--- config.mk ---
export PLATFORM = sky130hd
export DESIGN_NAME = imem_arbiter_flat
export DESIGN_NICKNAME = d
export VERILOG_FILES = /design/src/rtl/imem_arbiter_if.sv /design/src/rtl/imem_arbiter.sv /design/src/flat_wrapper.sv
export SDC_FILE = /design/constraint.sdc
export NUM_CORES = 1
export LEC_CHECK = 0
export ABC_AREA = 0
export CORE_UTILIZATION = 40
export CTS_BUF_LIST = sky130_fd_sc_hd__clkbuf_16
export DETAILED_ROUTE_END_ITERATION = 10
export PLACE_DENSITY_LB_ADDON = 0.3
export SYNTH_ARGS = -nofsm -noshare
export SYNTH_HDL_FRONTEND = slang
export SYNTH_SLANG_ARGS = --single-unit
--- constraint.sdc ---
create_clock -name clock -period 4.6 [get_ports clock]
set_clock_uncertainty 0.1 [all_clocks]
set_input_delay 0.69 -clock clock [delete_from_list [all_inputs] [get_ports clock]]
set_output_delay 0.69 -clock clock [all_outputs]
set_load 0.02 [all_outputs]
--- src/rtl/imem_arbiter_if.sv ---
// Requester-side and memory-side signal bundle for imem_arbiter.
// slave = arbiter side, master = requesters plus memory.
`ifndef IMEM_BLOCK_ADDR_SIZE
`define IMEM_BLOCK_ADDR_SIZE 16
`endif
`ifndef IBLOCK_SIZE_BITS
`define IBLOCK_SIZE_BITS 128
`endif

interface imem_arbiter_if #(
  parameter int N_REQ  = 2,
  parameter int ADDR_W = `IMEM_BLOCK_ADDR_SIZE,
  parameter int DATA_W = `IBLOCK_SIZE_BITS
);
  logic [N_REQ-1:0]        req;
  logic [N_REQ*ADDR_W-1:0] req_addr;
  logic [N_REQ-1:0]        resp_valid;
  logic [DATA_W-1:0]       resp_data;
  logic                    mem_ren;
  logic [ADDR_W-1:0]       mem_addr;
  logic                    mem_ready;
  logic [DATA_W-1:0]       mem_dout;

  modport slave (
    input  req, req_addr, mem_ready, mem_dout,
    output resp_valid, resp_data, mem_ren, mem_addr
  );

  modport master (
    output req, req_addr, mem_ready, mem_dout,
    input  resp_valid, resp_data, mem_ren, mem_addr
  );
endinterface

--- src/rtl/imem_arbiter.sv ---
// Round-robin arbiter sharing one instruction memory among N_REQ block readers.
// Sequence per access: IDLE (grant) -> BUSY (ren until ready/timeout) -> DONE (resp pulse).
`ifndef IMEM_BLOCK_ADDR_SIZE
`define IMEM_BLOCK_ADDR_SIZE 16
`endif
`ifndef IBLOCK_SIZE_BITS
`define IBLOCK_SIZE_BITS 128
`endif

module imem_arbiter #(
  parameter int N_REQ   = 2,
  parameter int ADDR_W  = `IMEM_BLOCK_ADDR_SIZE,
  parameter int DATA_W  = `IBLOCK_SIZE_BITS,
  parameter int TIMEOUT = 255
) (
  input  logic          clock,
  input  logic          reset,
  imem_arbiter_if.slave bus,
  output logic          busy,
  output logic          timeout_err
);
  localparam int PTR_W = $clog2(N_REQ);

  typedef enum logic [1:0] {S_IDLE, S_BUSY, S_DONE} state_t;

  state_t            state_q, state_d;
  logic [PTR_W-1:0]  rr_ptr_q, rr_ptr_d;
  logic [PTR_W-1:0]  gnt_q, gnt_d;
  logic [PTR_W-1:0]  next_ptr, sel;
  logic              found;
  logic [7:0]        tcnt_q, tcnt_d;
  logic              mem_ren_q, mem_ren_d;
  logic [ADDR_W-1:0] mem_addr_q, mem_addr_d;
  logic [N_REQ-1:0]  resp_valid_q, resp_valid_d;
  logic [DATA_W-1:0] resp_data_q, resp_data_d;
  logic              busy_q, busy_d;
  logic              terr_q, terr_d;
  logic [ADDR_W-1:0] addr_a [N_REQ];

  for (genvar g = 0; g < N_REQ; g++) begin : g_addr
    assign addr_a[g] = bus.req_addr[g*ADDR_W +: ADDR_W];
  end

  // First requester at or above rr_ptr, wrapping past the top index.
  always_comb begin
    found = 1'b0;
    sel   = '0;
    for (int k = 0; k < N_REQ; k++) begin
      int idx;
      idx = int'(rr_ptr_q) + k;
      if (idx >= N_REQ) idx -= N_REQ;
      if (!found && bus.req[PTR_W'(idx)]) begin
        found = 1'b1;
        sel   = PTR_W'(idx);
      end
    end
  end

  assign next_ptr = (gnt_q == PTR_W'(N_REQ - 1)) ? '0 : gnt_q + 1'b1;

  always_comb begin
    // NOTE: every signal gets a default before the case so no path leaves it unassigned (no latch).
    state_d      = state_q;
    rr_ptr_d     = rr_ptr_q;
    gnt_d        = gnt_q;
    tcnt_d       = tcnt_q;
    mem_ren_d    = 1'b0;
    mem_addr_d   = mem_addr_q;
    resp_valid_d = '0;
    resp_data_d  = resp_data_q;
    busy_d       = busy_q;
    terr_d       = terr_q;
    case (state_q)
      S_IDLE: begin
        if (found) begin
          state_d    = S_BUSY;
          gnt_d      = sel;
          mem_addr_d = addr_a[sel];
          tcnt_d     = '0;
          mem_ren_d  = 1'b1;
          busy_d     = 1'b1;
        end
      end
      S_BUSY: begin
        tcnt_d = tcnt_q + 8'd1;
        if (bus.mem_ready) begin
          // Ready wins over a coincident timeout.
          resp_data_d         = bus.mem_dout;
          resp_valid_d[gnt_q] = 1'b1;
          state_d             = S_DONE;
        end else if (tcnt_q == 8'(TIMEOUT - 1)) begin
          terr_d   = 1'b1;
          rr_ptr_d = next_ptr;
          busy_d   = 1'b0;
          state_d  = S_IDLE;
        end else begin
          mem_ren_d = 1'b1;
        end
      end
      S_DONE: begin
        rr_ptr_d = next_ptr;
        busy_d   = 1'b0;
        state_d  = S_IDLE;
      end
      default: state_d = S_IDLE;
    endcase
  end

  always_ff @(posedge clock) begin
    if (reset) begin
      // NOTE: non-blocking assignments so every register samples pre-edge values.
      state_q      <= S_IDLE;
      rr_ptr_q     <= '0;
      gnt_q        <= '0;
      tcnt_q       <= '0;
      mem_ren_q    <= 1'b0;
      mem_addr_q   <= '0;
      resp_valid_q <= '0;
      resp_data_q  <= '0;
      busy_q       <= 1'b0;
      terr_q       <= 1'b0;
    end else begin
      state_q      <= state_d;
      rr_ptr_q     <= rr_ptr_d;
      gnt_q        <= gnt_d;
      tcnt_q       <= tcnt_d;
      mem_ren_q    <= mem_ren_d;
      mem_addr_q   <= mem_addr_d;
      resp_valid_q <= resp_valid_d;
      resp_data_q  <= resp_data_d;
      busy_q       <= busy_d;
      terr_q       <= terr_d;
    end
  end

  assign bus.mem_ren    = mem_ren_q;
  assign bus.mem_addr   = mem_addr_q;
  assign bus.resp_valid = resp_valid_q;
  assign bus.resp_data  = resp_data_q;
  assign busy           = busy_q;
  assign timeout_err    = terr_q;
endmodule

--- src/flat_wrapper.sv ---
// flat-port wrapper written by rule: the top's interface ports become plain ports
module imem_arbiter_flat 
#(
  parameter int N_REQ   = 2,
  parameter int ADDR_W  = `IMEM_BLOCK_ADDR_SIZE,
  parameter int DATA_W  = `IBLOCK_SIZE_BITS,
  parameter int TIMEOUT = 255
)
  (clock, reset, busy, timeout_err, bus_req, bus_req_addr, bus_mem_ready, bus_mem_dout, bus_resp_valid, bus_resp_data, bus_mem_ren, bus_mem_addr);
  imem_arbiter_if #(.N_REQ(N_REQ), .ADDR_W(ADDR_W), .DATA_W(DATA_W)) bus_i ();
  input  logic clock;
  input  logic reset;
  output logic busy;
  output logic timeout_err;
  input wire logic [$bits(bus_i.req)-1:0] bus_req;
  input wire logic [$bits(bus_i.req_addr)-1:0] bus_req_addr;
  input wire logic [$bits(bus_i.mem_ready)-1:0] bus_mem_ready;
  input wire logic [$bits(bus_i.mem_dout)-1:0] bus_mem_dout;
  output wire logic [$bits(bus_i.resp_valid)-1:0] bus_resp_valid;
  output wire logic [$bits(bus_i.resp_data)-1:0] bus_resp_data;
  output wire logic [$bits(bus_i.mem_ren)-1:0] bus_mem_ren;
  output wire logic [$bits(bus_i.mem_addr)-1:0] bus_mem_addr;
  assign bus_i.req = bus_req;
  assign bus_i.req_addr = bus_req_addr;
  assign bus_i.mem_ready = bus_mem_ready;
  assign bus_i.mem_dout = bus_mem_dout;
  assign bus_resp_valid = bus_i.resp_valid;
  assign bus_resp_data = bus_i.resp_data;
  assign bus_mem_ren = bus_i.mem_ren;
  assign bus_mem_addr = bus_i.mem_addr;
  imem_arbiter #(.N_REQ(N_REQ), .ADDR_W(ADDR_W), .DATA_W(DATA_W), .TIMEOUT(TIMEOUT)) u_core (.clock(clock), .reset(reset), .bus(bus_i), .busy(busy), .timeout_err(timeout_err));
endmodule
### Yosys cells after proc, flatten, opt, wreduce, memory -nomap -nowiden

Index checks and enable logic that the tools add are counted.

* ROM bits: 0
* bits in registers: 161
* input bits: 165
* RAM bits: 0
* memories: 0
* latch bits: 0
* output and inout port bits: 149

* magnitude comparators: 7
* reductions and logical operators: 15
* shift-type cells: 0
* equal/unequal tests: 7
* $mul: 0
* $add $sub $neg: 5
* divide/modulo/power cells: 0
* bitwise gates (word level): 3
* muxes and demuxes: 33

Operators by type and width (count)
* $mux W16: 3
* $mux W1: 20
* $pmux W8 S2: 1
* $add A8 B1 Y8 const B: 1
* $eq A8 B8 Y1 const B: 1
* $mux W8: 1
* $reduce_and A2 Y1: 4
* $lt A1 B3 Y1 const B: 2
* $mux W2: 3
* $reduce_and A3 Y1: 2
* $ge A2 B2 Y1 const B: 2
* $ne A2 B1 Y1 const B: 2
* $pmux W1 S2: 2
* $pmux W2 S2: 1
* $reduce_and A4 Y1: 1
* $reduce_bool A2 Y1: 2
* $ne A3 B2 Y1 const B: 1
* $pmux W1 S3: 1
* $reduce_bool A3 Y1: 1
* $reduce_or A3 Y1: 1
* $add A1 B1 Y2 const B: 1
* $eq A2 B1 Y1 const B: 1
* $eq A2 B2 Y1 const B: 1
* $ge A1 B2 Y1 const B: 1
* 11 further kinds: 14

### Depth between registers and ports, before layout

* depth in word-level cells: 13
* depth in mapped cells: 8

### Worst setup path before layout

Ideal clock, no wire load.

* kind: in2reg
* from: in bus_req[0]
* to: reg u_core.mem_addr_q[10] (netlist: u_core.bus.mem_addr[10])
* path slack: 2941 ps
* arrival time: 1473 ps
* stages on the path: 6
* path buffers: 3
* library setup time: 86 ps
* required time: 4414 ps
* path through: buf_2 and2_1 buf_2 buf_4 nor2_1 a211oi_1

* word-level cells in the longest chain between the ends: 10

RTL lines
* start, declared: line flat_wrapper.sv:15 `input wire logic [$bits(bus_i.req)-1:0] bus_req;`
* $mux W1 (not written as such) (2 in a row): line imem_arbiter.sv:52 `if (!found && bus.req[PTR_W'(idx)]) begin`
* $mux W1: line imem_arbiter.sv:52
* $logic_not A1 Y1: line imem_arbiter.sv:52
* $logic_and A1 B1 Y1: line imem_arbiter.sv:52
* $mux W1: line imem_arbiter.sv:52
* $not A1 Y2 (not written as such): line imem_arbiter.sv:78 `mem_addr_d = addr_a[sel];`
* $mux W16 (not written as such) (3 in a row): line imem_arbiter.sv:78
* end signal, assigned: line imem_arbiter.sv:128 `mem_addr_q <= mem_addr_d;`
* end, declared: line imem_arbiter.sv:33 `logic [ADDR_W-1:0] mem_addr_q, mem_addr_d;`

Parallel ways exist; a longest one is shown, timed or not. The select of a mux whose other input is x is not followed.
A chain may end at the register's enable or synchronous reset.

### Worst setup path after layout

* from: reg u_core.state_q[0]
* to: reg u_core.resp_data_q[15] (netlist: u_core.bus.resp_data[15])

* word-level cells in the longest chain between the ends: 2

RTL lines
* start, declared: line imem_arbiter.sv:26 `state_t state_q, state_d;`
* start signal, assigned: line imem_arbiter.sv:123 `state_q <= state_d;`
* $eq A2 B1 Y1: line imem_arbiter.sv:73 `case (state_q)`
* $reduce_and A2 Y1 (no line)
* end signal, assigned: line imem_arbiter.sv:130 `resp_data_q <= resp_data_d;`
* end, declared: line imem_arbiter.sv:35 `logic [DATA_W-1:0] resp_data_q, resp_data_d;`

No other way between the ends.

==> impl_metrics.json <==
{
  "globalplace.congestion": 0.741,
  "die_w_microns": 124,
  "layout_min_cycle_time_ps": 2460,
  "area_delta_synth_final_pct": 62.4,
  "synthMuxAreaShare": 0.0308,
  "synth_compound_area_frac": 0.154,
  "placementRows": 44,
  "syn-instance-count": 722,
  "insertion_delay_ps": 420,
  "io_buffers": 312,
  "die_h_microns": 124,
  "syn_nets": 892,
  "vias": 5713,
  "cts_tree": "done",
  "async_flop_share": 0,
  "seqPwrFrac": 0.429,
  "cts_num_sinks": 161,
  "ys_ff_latch": 161,
  "status": "finished, final reports clean",
  "crit_type": "reg2reg",
  "htree_levels": 4,
  "antenna_cells": 0,
  "numCtsBuffers": 17,
  "vias_per_cell": 4.76,
  "nets": 1174,
  "synth_top_area_share": 0.540,
  "cts_hold_buf": 0,
  "final_antenna_net_count": 0,
  "syn_avg_cell_area_sq_um": 8.26,
  "synth.most_common_cell": "nand2_1",
  "drive_gt1_frac": 0.0403,
  "utilization": 0.667,
  "core_area_sq_um": 14500,
  "netlist_area_sq_um": 5970,
  "p_leak_nw": 3.37,
  "p_per_area_nw_per_um2": 363,
  "startpoint_type": "flop",
  "cts_resized": 0,
  "pwr-share-comb": 0.165,
  "drv_slew": 0,
  "rsz0062_at_grt": "no",
  "critPathMaxFanout": 82,
  "grtUsageTotal": 0.215,
  "cp.required_ps": 4770,
  "grt_pass1_vias": 5099,
  "drt_iter0_drc": 280,
  "synth_top_family_by_area": "simple AND/OR/NAND/NOR gates",
  "sw_frac_of_total": 0.255,
  "switchingPower_mw": 0.898,
  "setup_viol": 0,
  "yosysSeqAreaShare": 0.540,
  "max-cap-violations": 0,
  "root_buffer": "clkbuf_16",
  "relSlewSlack": 0.348,
  "p_clk_frac": 0.406,
  "clkSlewWorstSetupHoldPaths_ps": 60,
  "hp-class": "reg2reg",
  "worst_slew_pin_slew_ps": 977,
  "dpl.hpwl_mm": 12.0,
  "cts.path.max_buffers": 2,
  "fmax_ghz": 0.407,
  "ir_drop_uv": 304,
  "wl_per_cell_microns": 14.6,
  "ios": 314,
  "arrival_ps": 2630,
  "synth_commonest_cells": "nand2_1 (262), dfxtp_1 (161), a21oi_1 (137)",
  "start_util": 0.411,
  "drc_errors": 0,
  "synth-simple-area-share": 0.207,
  "synth_area_leader_cell": "dfxtp_1",
  "yosysWarnings": 0,
  "yosys-top-cells-area": "dfxtp_1 (54%), nand2_1 (16%), a21oi_1 (11%)",
  "die_area_sq_um": 15400,
  "grt_max_degree": 83,
  "final.setup.tns_ps": 0,
  "internal_power_mw": 2.62,
  "synthXorXnorAreaFrac": 0.00587,
  "hold_violations": 0,
  "antenna_found_initial": 0,
  "synth-main-ff-cell": "dfxtp_1",
  "ys_types": 34,
  "routed_wl_mm": 17.5,
  "post_cts_buffers": 0,
  "synth_fa_ha_area_frac": 0.0105,
  "grt_pass1_wl_mm": 25.4,
  "synth_edf_count": 0,
  "timing.final.crit_share": 0.535,
  "overflow": 0,
  "drt-pass1-iter-count": 4,
  "setup.worst_path.end_class": "flop"
}
==> cell usage in the layout (no fill, tap or decap), types with 2 or more instances in the layout <==
cell             netlist  layout
a211oi_1              16      16
a21oi_1              137     137
a311oi_1               3       3
buf_12                 0       2
buf_4                 15       4
bufinv_16              0       3
clkbuf_16              0      17
clkdlybuf4s50_1        0     311
clkinv_1               0       2
clkinv_2               0       2
clkinv_4               0       3
clkinvlp_4             0       3
dfxtp_1              161     161
ha_1                   5       5
inv_1                  5       6
mux2i_1               17      17
nand2_1              262     262
nand3_1                2       2
nor2_1                23      23
nor2b_1                4       4
nor3_1                 5       5
nor3b_1                2       2
o21ai_0                5       5
or3_1                  2       2
xnor2_1                4       4
==> registers in the layout, summed over array words and instances (netlist names) <==
signal and flops:
u_core.bus.resp_data 128, u_core.bus.mem_addr 16, u_core.tcnt_q 8, u_core.bus.resp_valid 2, u_core.state_q 2, u_core.bus.mem_ren 1
u_core.busy 1, u_core.gnt_q 1, u_core.rr_ptr_q 1, u_core.timeout_err 1
==> layer usage <==
layer  vias up  share of wire  track usage
met2       183           0.50        0.374
met1      2566           0.40        0.239
met3        32          0.079       0.0737
met5         -              0            0
li1       2932              -            -
met4         0          0.027       0.0863
==> cells by family after synthesis <==
| kind of cell | Yosys count |
|---|---|
| xor gates and xnor gates | 4 |
| muxes | 18 |
| buffers and inverters | 59 |
| and+or+nand+nor | 308 |
| DFF | 161 |
| adders and majority gates | 5 |
| AOI/OAI and AO/OA | 167 |
==> power by group through the flow <==
stage	combinational [mW]	sequential (mW)	clock [mW]
2_1_floorplan	0.203	1.61	0
3_3_place_gp	0.578	1.54	0
3_5_place_dp	0.583	1.54	0
4_1_cts	0.587	1.51	1.45
5_1_grt	0.627	1.52	1.51
6_report	0.582	1.51	1.43
==> metrics by stage <==
| step | instances | cell area, sq um | hold WS (ps) | total power [mW] | setup WS [ps] |
|---|---|---|---|---|---|
| floorplan | 722 | 5970 | 341 | 1.82 | 2940 |
| global placement | 1169 | 9100 | 341 | 2.11 | 1780 |
| detailed placement | 1169 | 9100 | 346 | 2.12 | 1730 |
| CTS | 1201 | 9690 | 354 | 3.54 | 2130 |
| global route | 1201 | 9690 | 369 | 3.65 | 1930 |
| finish | 1201 | 9690 | 352 | 3.52 | 2140 |
==> path summary, 6_finish.rpt <==
path                                  from                       end  slack (ps)  cells past startpoint
setup / recovery         u_core.state_q[0]  u_core.bus.resp_data[15]        2140                      5
hold / removal    u_core.bus.resp_data[30]  u_core.bus.resp_data[30]         350                      2
setup reg to reg         u_core.state_q[0]  u_core.bus.resp_data[15]        2140                      5
hold reg to reg   u_core.bus.resp_data[30]  u_core.bus.resp_data[30]         350                      2
==> layout make-up <==
cell class                 instances  area (sq um)
multi-input combinational        502          2440
clock buffer                      17           425
clock inverter                    15           169
fill                            1210          4840
inverter                           5          18.8
timing repair buffer             317          3180
tap                              184           230
sequential                       161          3220
==> critical path, cell delays in order, from the launching register on <==
cell	delay, ps
dfxtp_1	390
ha_1	520
nand2_4	600
buf_4	470
nand2_1	100
a21oi_1	70
Power figures use the tool's default switching activity.
